### src/rtl/gate_pkg.sv
// Shared types and 700 Hz default timings for the parking barrier arbiter.
package gate_pkg;

    typedef enum logic [2:0] {
        IDLE,
        WAIT_CODE,
        OPEN_IN,
        OPEN_OUT,
        ERROR
    } gate_state_t;

    typedef enum logic {
        LANE_IN,
        LANE_OUT
    } lane_t;

    localparam int DEF_CAPACITY   = 16;
    localparam int DEF_CNT_W      = 5;
    localparam int DEF_OPEN_TICKS = 14000;  // 20 s
    localparam int DEF_CODE_TICKS = 7000;   // 10 s
    localparam int DEF_ERR_TICKS  = 2100;   // 3 s
    localparam int DEF_TMR_W      = 14;

endpackage

### src/rtl/gate_arbiter_if.sv
// Sensor/verifier inputs and barrier/indicator outputs of the gate arbiter.
interface gate_arbiter_if #(
    parameter int CNT_W = 5
);
    logic             entry_req;
    logic             exit_req;
    logic             code_ok;
    logic             code_err;
    logic             car_passed;
    logic             gate_open;
    logic             stop;
    logic             code_error;
    logic             full;
    logic             grant_in;
    logic             grant_out;
    logic [CNT_W-1:0] occupancy;

    modport master (
        output entry_req, exit_req, code_ok, code_err, car_passed,
        input  gate_open, stop, code_error, full, grant_in, grant_out, occupancy
    );

    modport slave (
        input  entry_req, exit_req, code_ok, code_err, car_passed,
        output gate_open, stop, code_error, full, grant_in, grant_out, occupancy
    );
endinterface

### src/rtl/gate_timer.sv
// Loadable down-counter that parks at zero; zero flag drives state timeouts.
module gate_timer #(
    parameter int TMR_W = 14
) (
    input  logic             clock,
    input  logic             reset,
    input  logic             load,
    input  logic [TMR_W-1:0] load_val,
    output logic             zero
);
    logic [TMR_W-1:0] cnt;

    always_ff @(posedge clock) begin
        if (reset)
            cnt <= '0;
        else if (load)
            cnt <= load_val;
        else if (cnt != '0)
            cnt <= cnt - TMR_W'(1);
    end

    assign zero = (cnt == '0);
endmodule

### src/rtl/gate_arbiter.sv
// Shared barrier sequencer: round-robin lane grant, code/open/error windows,
// and the occupancy counter with its full flag.
module gate_arbiter
    import gate_pkg::*;
#(
    parameter int CAPACITY   = DEF_CAPACITY,
    parameter int CNT_W      = DEF_CNT_W,
    parameter int OPEN_TICKS = DEF_OPEN_TICKS,
    parameter int CODE_TICKS = DEF_CODE_TICKS,
    parameter int ERR_TICKS  = DEF_ERR_TICKS,
    parameter int TMR_W      = DEF_TMR_W
) (
    input logic           clock,
    input logic           reset,
    gate_arbiter_if.slave bus
);
    localparam logic [TMR_W-1:0] OPEN_LD = TMR_W'(OPEN_TICKS - 1);
    localparam logic [TMR_W-1:0] CODE_LD = TMR_W'(CODE_TICKS - 1);
    localparam logic [TMR_W-1:0] ERR_LD  = TMR_W'(ERR_TICKS - 1);
    localparam logic [CNT_W-1:0] CAP     = CNT_W'(CAPACITY);

    gate_state_t      state, nxt;
    lane_t            last_grant, nxt_last;
    logic [CNT_W-1:0] occ, nxt_occ;
    logic             tmr_load, tmr_zero;
    logic [TMR_W-1:0] tmr_val;
    logic             elig_in, elig_out;
    logic             gate_open_q, stop_q, code_error_q, grant_in_q, grant_out_q, full_q;

    gate_timer #(.TMR_W(TMR_W)) u_timer (
        .clock    (clock),
        .reset    (reset),
        .load     (tmr_load),
        .load_val (tmr_val),
        .zero     (tmr_zero)
    );

    assign elig_in  = bus.entry_req & ~full_q;
    assign elig_out = bus.exit_req;

    always_comb begin
        nxt      = state;
        nxt_last = last_grant;
        nxt_occ  = occ;
        tmr_load = 1'b0;
        tmr_val  = '0;
        case (state)
            IDLE: begin
                // Entry wins alone, or on a tie when exit was served last.
                if (elig_in && (!elig_out || last_grant == LANE_OUT)) begin
                    nxt      = WAIT_CODE;
                    nxt_last = LANE_IN;
                    tmr_load = 1'b1;
                    tmr_val  = CODE_LD;
                end else if (elig_out) begin
                    nxt      = OPEN_OUT;
                    nxt_last = LANE_OUT;
                    tmr_load = 1'b1;
                    tmr_val  = OPEN_LD;
                end
            end
            WAIT_CODE: begin
                if (bus.code_err) begin
                    nxt      = ERROR;
                    tmr_load = 1'b1;
                    tmr_val  = ERR_LD;
                end else if (bus.code_ok) begin
                    nxt      = OPEN_IN;
                    tmr_load = 1'b1;
                    tmr_val  = OPEN_LD;
                end else if (tmr_zero) begin
                    nxt = IDLE;
                end
            end
            OPEN_IN: begin
                if (bus.car_passed) begin
                    nxt = IDLE;
                    if (occ != CAP)
                        nxt_occ = occ + CNT_W'(1);
                end else if (tmr_zero) begin
                    nxt = IDLE;
                end
            end
            OPEN_OUT: begin
                // An exit at zero occupancy is still served, just not counted.
                if (bus.car_passed) begin
                    nxt = IDLE;
                    if (occ != '0)
                        nxt_occ = occ - CNT_W'(1);
                end else if (tmr_zero) begin
                    nxt = IDLE;
                end
            end
            ERROR: begin
                if (tmr_zero)
                    nxt = IDLE;
            end
            default: nxt = IDLE;
        endcase
    end

    always_ff @(posedge clock) begin
        if (reset) begin
            state        <= IDLE;
            last_grant   <= LANE_OUT;
            occ          <= '0;
            full_q       <= (CAPACITY == 0);
            gate_open_q  <= 1'b0;
            stop_q       <= 1'b0;
            code_error_q <= 1'b0;
            grant_in_q   <= 1'b0;
            grant_out_q  <= 1'b0;
        end else begin
            state        <= nxt;
            last_grant   <= nxt_last;
            occ          <= nxt_occ;
            // Follows the registered count, so it trails a pass by one cycle.
            full_q       <= (occ == CAP);
            gate_open_q  <= (nxt == OPEN_IN) || (nxt == OPEN_OUT);
            stop_q       <= (nxt == WAIT_CODE) || (nxt == ERROR);
            code_error_q <= (nxt == ERROR);
            grant_in_q   <= (nxt == WAIT_CODE) || (nxt == OPEN_IN) || (nxt == ERROR);
            grant_out_q  <= (nxt == OPEN_OUT);
        end
    end

    assign bus.gate_open  = gate_open_q;
    assign bus.stop       = stop_q;
    assign bus.code_error = code_error_q;
    assign bus.grant_in   = grant_in_q;
    assign bus.grant_out  = grant_out_q;
    assign bus.full       = full_q;
    assign bus.occupancy  = occ;
endmodule
### src/flat_wrapper.sv
// flat-port wrapper written by rule: the top's interface ports become plain ports
module gate_arbiter_flat import gate_pkg::*;
#(
    parameter int CAPACITY   = DEF_CAPACITY,
    parameter int CNT_W      = DEF_CNT_W,
    parameter int OPEN_TICKS = DEF_OPEN_TICKS,
    parameter int CODE_TICKS = DEF_CODE_TICKS,
    parameter int ERR_TICKS  = DEF_ERR_TICKS,
    parameter int TMR_W      = DEF_TMR_W
)
  (clock, reset, bus_entry_req, bus_exit_req, bus_code_ok, bus_code_err, bus_car_passed, bus_gate_open, bus_stop, bus_code_error, bus_full, bus_grant_in, bus_grant_out, bus_occupancy);
  gate_arbiter_if #(.CNT_W(CNT_W)) bus_i ();
  input logic clock;
  input logic reset;
  input wire logic [$bits(bus_i.entry_req)-1:0] bus_entry_req;
  input wire logic [$bits(bus_i.exit_req)-1:0] bus_exit_req;
  input wire logic [$bits(bus_i.code_ok)-1:0] bus_code_ok;
  input wire logic [$bits(bus_i.code_err)-1:0] bus_code_err;
  input wire logic [$bits(bus_i.car_passed)-1:0] bus_car_passed;
  output wire logic [$bits(bus_i.gate_open)-1:0] bus_gate_open;
  output wire logic [$bits(bus_i.stop)-1:0] bus_stop;
  output wire logic [$bits(bus_i.code_error)-1:0] bus_code_error;
  output wire logic [$bits(bus_i.full)-1:0] bus_full;
  output wire logic [$bits(bus_i.grant_in)-1:0] bus_grant_in;
  output wire logic [$bits(bus_i.grant_out)-1:0] bus_grant_out;
  output wire logic [$bits(bus_i.occupancy)-1:0] bus_occupancy;
  assign bus_i.entry_req = bus_entry_req;
  assign bus_i.exit_req = bus_exit_req;
  assign bus_i.code_ok = bus_code_ok;
  assign bus_i.code_err = bus_code_err;
  assign bus_i.car_passed = bus_car_passed;
  assign bus_gate_open = bus_i.gate_open;
  assign bus_stop = bus_i.stop;
  assign bus_code_error = bus_i.code_error;
  assign bus_full = bus_i.full;
  assign bus_grant_in = bus_i.grant_in;
  assign bus_grant_out = bus_i.grant_out;
  assign bus_occupancy = bus_i.occupancy;
  gate_arbiter #(.CAPACITY(CAPACITY), .CNT_W(CNT_W), .OPEN_TICKS(OPEN_TICKS), .CODE_TICKS(CODE_TICKS), .ERR_TICKS(ERR_TICKS), .TMR_W(TMR_W)) u_core (.clock(clock), .reset(reset), .bus(bus_i));
endmodule
### config.mk
export PLATFORM = sky130hd
export DESIGN_NAME = gate_arbiter_flat
export DESIGN_NICKNAME = d
export VERILOG_FILES = /design/src/rtl/gate_pkg.sv /design/src/rtl/gate_arbiter_if.sv /design/src/rtl/gate_timer.sv /design/src/rtl/gate_arbiter.sv /design/src/flat_wrapper.sv
export SDC_FILE = /design/constraint.sdc
export NUM_CORES = 1
export LEC_CHECK = 0
export CAP_MARGIN = 20
export CORE_UTILIZATION = 55
export CTS_CLUSTER_DIAMETER = 200
export DETAILED_ROUTE_END_ITERATION = 6
export PLACE_DENSITY = 0.8
export SLEW_MARGIN = 0
export SYNTH_ARGS = -nofsm -noshare
export SYNTH_HDL_FRONTEND = slang
export SYNTH_SLANG_ARGS = --single-unit
### constraint.sdc
create_clock -name clock -period 2.2 [get_ports clock]
set_input_delay 0.55 -clock clock [delete_from_list [all_inputs] [get_ports clock]]
set_output_delay 0.55 -clock clock [all_outputs]
set_load 0.02 [all_outputs]
==> results of run 1 <==
[stage by stage]
step | instance area, um2 | utilization, %
floorplan | 1560 | -
global placement | 1810 | 70.4
detailed placement | 1810 | 70.4
CTS | 1860 | 72.6
global route | 1870 | 72.7
finish | 1870 | 72.7
[cell usage in the layout (no fill, tap or decap), drive strengths merged, types with 4 or more instances in the layout]
cell           synthesis  final
clkdlybuf4s50          0     17
dfxtp                 29     29
nor3                   7      7
nor2                  16     16
clkbuf                 2      5
nor4                   4      4
a21oi                 18     18
buf                    1      8
o21ai                  8      8
inv                   12     12
xnor2                 12     12
nand3                  5      5
nand2b                 4      4
ha                     4      4
nand2                 14     14
[cell families after synthesis]
group	Yosys count
AO/OA/AOI/OAI	44
XOR/XNOR	14
adder cells (fa/ha/maj)	5
buffers and inverters	15
flip-flops	29
multiplexers	4
AND/OR/NAND/NOR	65
[what timing repair did]
action | CTS | global route
hold buffers | 0 | 0
endpoints found under the setup margin | 0 | 1
resized for setup | 0 | 2
[state kept, by name, summed over array words and instances, names as in the netlist]
signal                 count
u_core.bus.code_error      1
u_core.bus.full            1
u_core.bus.gate_open       1
u_core.bus.grant_in        1
u_core.bus.grant_out       1
u_core.bus.occupancy       5
u_core.bus.stop            1
u_core.last_grant          1
u_core.state               3
u_core.u_timer.cnt        14
[how the worst min path moves through the flow]
stage / start / endpoint / slack (ns) / depth (start not counted)
2_1_floorplan: u_core.u_timer.cnt[12] / u_core.u_timer.cnt[12] / 0.48 / 2
3_3_place_gp: u_core.bus.occupancy[4] / u_core.bus.full / 0.48 / 2
3_5_place_dp: u_core.bus.occupancy[4] / u_core.bus.full / 0.50 / 2
4_1_cts: u_core.bus.occupancy[4] / u_core.bus.full / 0.52 / 2
5_1_grt: u_core.u_timer.cnt[12] / u_core.u_timer.cnt[12] / 0.55 / 2
6_report: u_core.bus.occupancy[4] / u_core.bus.full / 0.52 / 2
[cells in the mapped netlist, types with 2 or more instances]
| library cell | n | area [um2] |
|---|---|---|
| dfxtp_1 | 29 | 581 |
| a21oi_1 | 18 | 90.1 |
| nor2_1 | 16 | 60.1 |
| nand2_1 | 14 | 52.6 |
| inv_1 | 12 | 45.0 |
| xnor2_1 | 12 | 105 |
| o21ai_0 | 7 | 35.0 |
| nor3_1 | 6 | 30.0 |
| nand3_1 | 5 | 25.0 |
| ha_1 | 4 | 50.1 |
| nand2b_1 | 4 | 25.0 |
| mux2i_1 | 3 | 30.0 |
| nor2b_1 | 3 | 18.8 |
| a211oi_1 | 2 | 15.0 |
| a32oi_1 | 2 | 17.5 |
| and3_1 | 2 | 12.5 |
| clkbuf_1 | 2 | 7.51 |
| nand4_1 | 2 | 12.5 |
| nor3b_2 | 2 | 25.0 |
| nor4_2 | 2 | 25.0 |
| o21a_1 | 2 | 15.0 |
| o22ai_1 | 2 | 12.5 |
| xor2_1 | 2 | 17.5 |
[layout make-up]
type / count / area, um2
Clock buffer: 5 / 37.5
Clock inverter: 3 / 17.5
Fill cell: 208 / 701
Inverter: 12 / 45.0
Multi-Input combinational cell: 132 / 917
Sequential cell: 29 / 582
Tap cell: 30 / 37.5
Timing Repair Buffer: 25 / 230
[power by group]
| group | switching (uW) | internal (uW) |
|---|---|---|
| sequential | 111 | 619 |
| combinational | 366 | 313 |
| clock | 200 | 120 |
[routing by layer]
layer	GRT usage, %	up-vias	share of wire, %
met1	27.9	651	44
met2	40.6	20	52
li1	-	685	-
met5	0	-	0
met3	6.56	5	2.9
met4	7.50	0	0.93
[worst register-to-register path, stage by stage, from the launching register on]
cell	delay, ns
dfxtp_2	0.36
and2b_2	0.23
nand2_2	0.11
inv_1	0.09
ha_1	0.33
nor2b_1	0.15
o21ai_0	0.21
a21oi_1	0.10
and3b_1	0.22
mux2i_1	0.18
==> flow_metrics.py, run 1 <==
metrics = {
    "run_status": {
        "status": "finished, final reports clean",
    },
    "route": {
        "ant_nets": 0,
        "drc": 0,
        "routed_wl_um": 3340,
        "vias": 1361,
        "vias_per_cell": 5.77,
        "detail_route.wl_per_cell_um": 14.2,
        "drt-pass1-iter-count": 4,
        "drt_iter0_drc": 82,
    },
    "clock_tree": {
        "cts_tree": "built",
        "clkSinkCount": 29,
        "post-cts-setup-buffer-count": 0,
        "cts_buffers": 5,
        "root_buffer": "clkbuf_4",
        "insertion_delay_ns": 0.33,
        "htreeDepth": 2,
        "clk_pin_slew_ns": 0.10,
        "clockBufferDepth": 2,
    },
    "synthesis": {
        "synth-edff-count": 0,
        "synth.net_count": 188,
        "ys_seq_area_share_pct": 37.2,
        "synth_cell_types": 46,
        "avgSynthCellArea_um2": 8.86,
        "synthFlopType": "dfxtp_1",
        "synth_compound_area_share_pct": 18.8,
        "synth-simple-area-share_pct": 24.9,
        "synthAdderAreaFrac_pct": 4.49,
        "synth_seq_cells": 29,
        "syn_inst": 176,
        "postSynth.asyncResetShare_pct": 0,
        "synth_top_family_by_area": "simple AND/OR/NAND/NOR gates",
        "yosys.area_share.xor_xnor_pct": 7.87,
        "muxShareOfSynthArea_pct": 2.65,
        "syn_area_um2": 1560,
        "ys_warn_count": 0,
    },
    "sta": {
        "worstMarginPinSlew_ns": 0.632,
        "min_period_ns": 2.04,
        "rsz0062_at_grt": "false",
        "fmax_mhz": 490,
        "tns_ns": 0,
        "hold_violations": 0,
        "skew_ns": 0.00991,
        "maxSlewViolCount": 0,
        "period_share_pct": 92.8,
        "fin_hold_ws_ns": 0.516,
        "setup_viol": 0,
        "slew_headroom_pct": 57.5,
        "setup_ws_ns": 0.158,
    },
    "placement": {
        "place.gp.congestion": 0.842,
        "portBuffers": 17,
        "pre_cts_ws_ns": 0.0749,
        "dp_hpwl_um": 2500,
        "placedCellCount": 228,
    },
    "worst_setup_path": {
        "r2r-end": "u_core.bus.occupancy[4]",
        "crit_path_max_fanout": 6,
        "cp_slowest_cell": "dfxtp_2",
        "path_depth": 9,
        "r2r_slack_ns": 0.16,
        "path_class": "reg -> reg",
        "r2r-start": "u_core.state[1]",
        "cp.buffers_inverters": 1,
        "cp_data_required_time_ns": 2.47,
        "worstPathCellList": "and2b_2, nand2_2, inv_1, ha_1, nor2b_1, o21ai_0, a21oi_1, and3b_1, mux2i_1",
        "reg2regPathDepth": 9,
        "cp.arrival_ns": 2.31,
        "cp-end-kind": "register",
        "max_stage_delay_ns": 0.36,
        "worstSetupStartpointType": "register",
        "crit_end": "u_core.bus.occupancy[4]",
        "cp-startpoint": "u_core.state[1]",
        "crit_family": "simple AND/OR/NAND/NOR gates",
    },
    "final_layout": {
        "syn_to_final_growth_pct": 19.7,
        "drive_gt1_share_pct": 16.0,
        "layout.nets": 217,
        "antenna_cells": 0,
        "instances_no_fill": 236,
    },
    "power_and_ir_drop": {
        "power_density_nw_per_um2": 927,
        "power_uw": 1730,
        "vdd_drop_max_v": 0.000736,
        "p_leak_uw": 0.000736,
    },
    "die": {
        "initial_utilization_pct": 60.7,
        "die_area_um2": 3050,
        "die_x_um": 55.2,
        "core-area_um2": 2570,
        "die_h_um": 55.2,
        "ios": 18,
        "rows": 18,
    },
    "run": {
        "max-cap-violations": 0,
    },
    "global_route": {
        "grt_pass1_vias": 1317,
        "grt_max_degree": 11,
        "grt_use_total_pct": 23.5,
        "antenna_found_initial": 0,
        "grt_pass1_wl_um": 5700,
        "grt-ovfl-total": 0,
    },
    "worst_hold_path": {
        "hold_class": "reg -> reg",
    },
}
Power figures use the tool's default switching activity.
==> inputs of run 2 (changes only) <==
--- a/config.mk
+++ b/config.mk
@@ -6,4 +6,5 @@
 export NUM_CORES = 1
 export LEC_CHECK = 0
+export ABC_CLOCK_PERIOD_IN_PS = 2200
 export CAP_MARGIN = 20
 export CORE_UTILIZATION = 55
==> constraint.sdc (replaced) <==
create_clock -name clock -period 2.2 [get_ports clock]
set_input_delay 0.55 -clock clock [delete_from_list [all_inputs] [get_ports clock]]
set_output_delay 0.55 -clock clock [all_outputs]
set_load 0.005 [all_outputs]
==> results of run 2 <==
The final DEF is identical to that of run 1. Status: finished, final reports clean.
Among the figures that moved: total power 1730 uW -> 1710 uW; worst IR drop on VDD 0.000736 V -> 0.000715 V
==> inputs of run 3 (changes only) <==
Settings changed: REMOVE_ABC_BUFFERS from default to 1.
==> run 3 against run 2 <==
Via count up 1.3%. Critical path depth unchanged. Die area unchanged. First-iteration DRC count down 1.2%. Clock skew down 0.0065 ns. Maximum frequency up 1.1%. Utilization down 0.20 points. Sequential share of layout area up 0.084 points. Setup slack better by 0.022 ns. Sequential power about the same.
==> flow_metrics.py, run 3 (synthesis results as in run 1) <==
metrics = {
    "worst_setup_path": {
        "crit_path_max_fanout": 6,
        "reg2regPathDepth": 9,
        "r2r-start": "u_core.state[1]",
        "r2r_slack_ns": 0.18,
        "r2r-end": "u_core.bus.occupancy[4]",
        "cp_data_required_time_ns": 2.47,
        "cp.arrival_ns": 2.29,
        "path_class": "reg -> reg",
        "worstSetupStartpointType": "register",
        "cp-end-kind": "register",
    },
    "global_route": {
        "grt_max_degree": 14,
        "grt_use_total_pct": 25.7,
        "grt-ovfl-total": 0,
        "grt_pass1_wl_um": 6200,
        "grt_pass1_vias": 1364,
        "antenna_found_initial": 0,
    },
    "power_and_ir_drop": {
        "power_density_nw_per_um2": 918,
        "p_leak_uw": 0.000723,
        "vdd_drop_max_v": 0.000655,
        "power_uw": 1710,
    },
    "clock_tree": {
        "clkSinkCount": 29,
        "postCtsHoldBufs": 0,
        "ctsResizeCount": 0,
        "post-cts-setup-buffer-count": 0,
        "cts_tree": "built",
        "clockBufferDepth": 2,
        "insertion_delay_ns": 0.33,
        "clk_pin_slew_ns": 0.10,
        "cts_buffers": 5,
        "htreeDepth": 2,
        "root_buffer": "clkbuf_4",
    },
    "final_layout": {
        "syn_to_final_growth_pct": 19.4,
        "stdcell_area_um2": 1860,
        "ff_latch_area_um2": 582,
        "fill_cells": 204,
        "antenna_cells": 0,
        "instances_no_fill": 235,
        "multi_input_area_um2": 915,
        "largest_reg_flops": 14,
        "layout.nets": 216,
        "drive_gt1_share_pct": 15.1,
        "regMostFlops": "u_core.u_timer.cnt",
        "mostFrequentLayoutCell": "dfxtp_1",
        "mostFrequentLayoutCells": "dfxtp_1 (28), a21oi_1 (18), clkdlybuf4s50_1 (17), nor2_1 (16), nand2_1 (14)",
    },
    "sta": {
        "hold_violations": 0,
        "slew_headroom_pct": 60.7,
        "fmax_mhz": 495,
        "setup_viol": 0,
        "fin_hold_ws_ns": 0.507,
        "worstMarginPinSlew_ns": 0.585,
        "rsz0062_at_grt": "false",
        "skew_ns": 0.00342,
        "tns_ns": 0,
        "maxSlewViolCount": 0,
        "min_period_ns": 2.02,
        "period_share_pct": 91.8,
    },
    "worst_hold_path": {
        "holdPathEnd": "u_core.bus.full",
        "hp-start": "u_core.bus.occupancy[4]",
        "hold_depth": 2,
        "hold_class": "reg -> reg",
    },
    "route": {
        "drc": 0,
        "detail_route.wl_per_cell_um": 14.9,
        "ant_nets": 0,
        "drt_iter0_drc": 81,
        "drt-pass1-iter-count": 4,
        "vias": 1379,
        "routed_wl_um": 3500,
        "vias_per_cell": 5.87,
    },
    "die": {
        "ios": 18,
        "rows": 18,
        "die_area_um2": 3050,
        "core-area_um2": 2570,
        "die_h_um": 55.2,
        "die_x_um": 55.2,
        "initial_utilization_pct": 60.7,
    },
    "run": {
        "max-cap-violations": 0,
    },
    "placement": {
        "portBuffers": 17,
        "place.gp.congestion": 0.867,
        "dp_hpwl_um": 2650,
        "placedCellCount": 227,
        "place_area_um2": 1800,
    },
    "run_status": {
        "status": "finished, final reports clean",
    },
}
[run 3: cell types whose count changed in the layout (fill, tap and decap cells not counted), sizes merged]
cell and delta:
buf -1, clkinv -2, clkinvlp +2
[run 3: power by group]
group / switching, uW / internal [uW]
Clock: 209 / 123
Combinational: 342 / 304
Sequential: 112 / 619
[run 3: how the worst max path moves through the flow]
stage	startpoint	endpoint	slack, ns
floorplan	u_core.state[2]	u_core.bus.occupancy[4]	0.22
global placement	bus_entry_req	u_core.u_timer.cnt[12]	0.10
detailed placement	bus_entry_req	u_core.u_timer.cnt[12]	0.05
CTS	u_core.state[1]	u_core.bus.occupancy[4]	0.08
global route	u_core.state[1]	u_core.bus.occupancy[4]	0.02
finish	u_core.state[1]	u_core.bus.occupancy[4]	0.18
[run 3: area by class of cell]
type	instances	area share, %
clock buffers	5	2.02
clock inverters	3	1.21
inverters	12	2.42
multi-input cells	132	49.1
flip-flops and latches	29	31.2
well taps	30	2.02
repair buffers	24	12.0
[run 3: metrics by stage]
step	utilization, %	worst slack, ns
after CTS	72.5	0.0810
after detailed placement	70.1	0.0534
after floorplan	-	0.216
after global placement	70.1	0.104
after global routing	72.5	0.0173
final	72.5	0.181
[run 3: layer usage]
layer	share of wire (%)	GRT usage, %	wire, um	vias up
li1	-	-	-	682
met1	43	30.1	1490	653
met2	50	43.0	1760	32
met3	4.1	7.26	144	12
met4	2.9	12.1	103	0
met5	0	0	0	-
[run 3: critical path, cell delays in order (launching register included)]
cell and delay, ns:
dfxtp_2 0.36, and2b_2 0.23, nand2_1 0.14, inv_1 0.10
ha_1 0.33, nor2b_1 0.16, o21ai_1 0.15, a21oi_1 0.08
and3b_1 0.23, mux2i_1 0.18
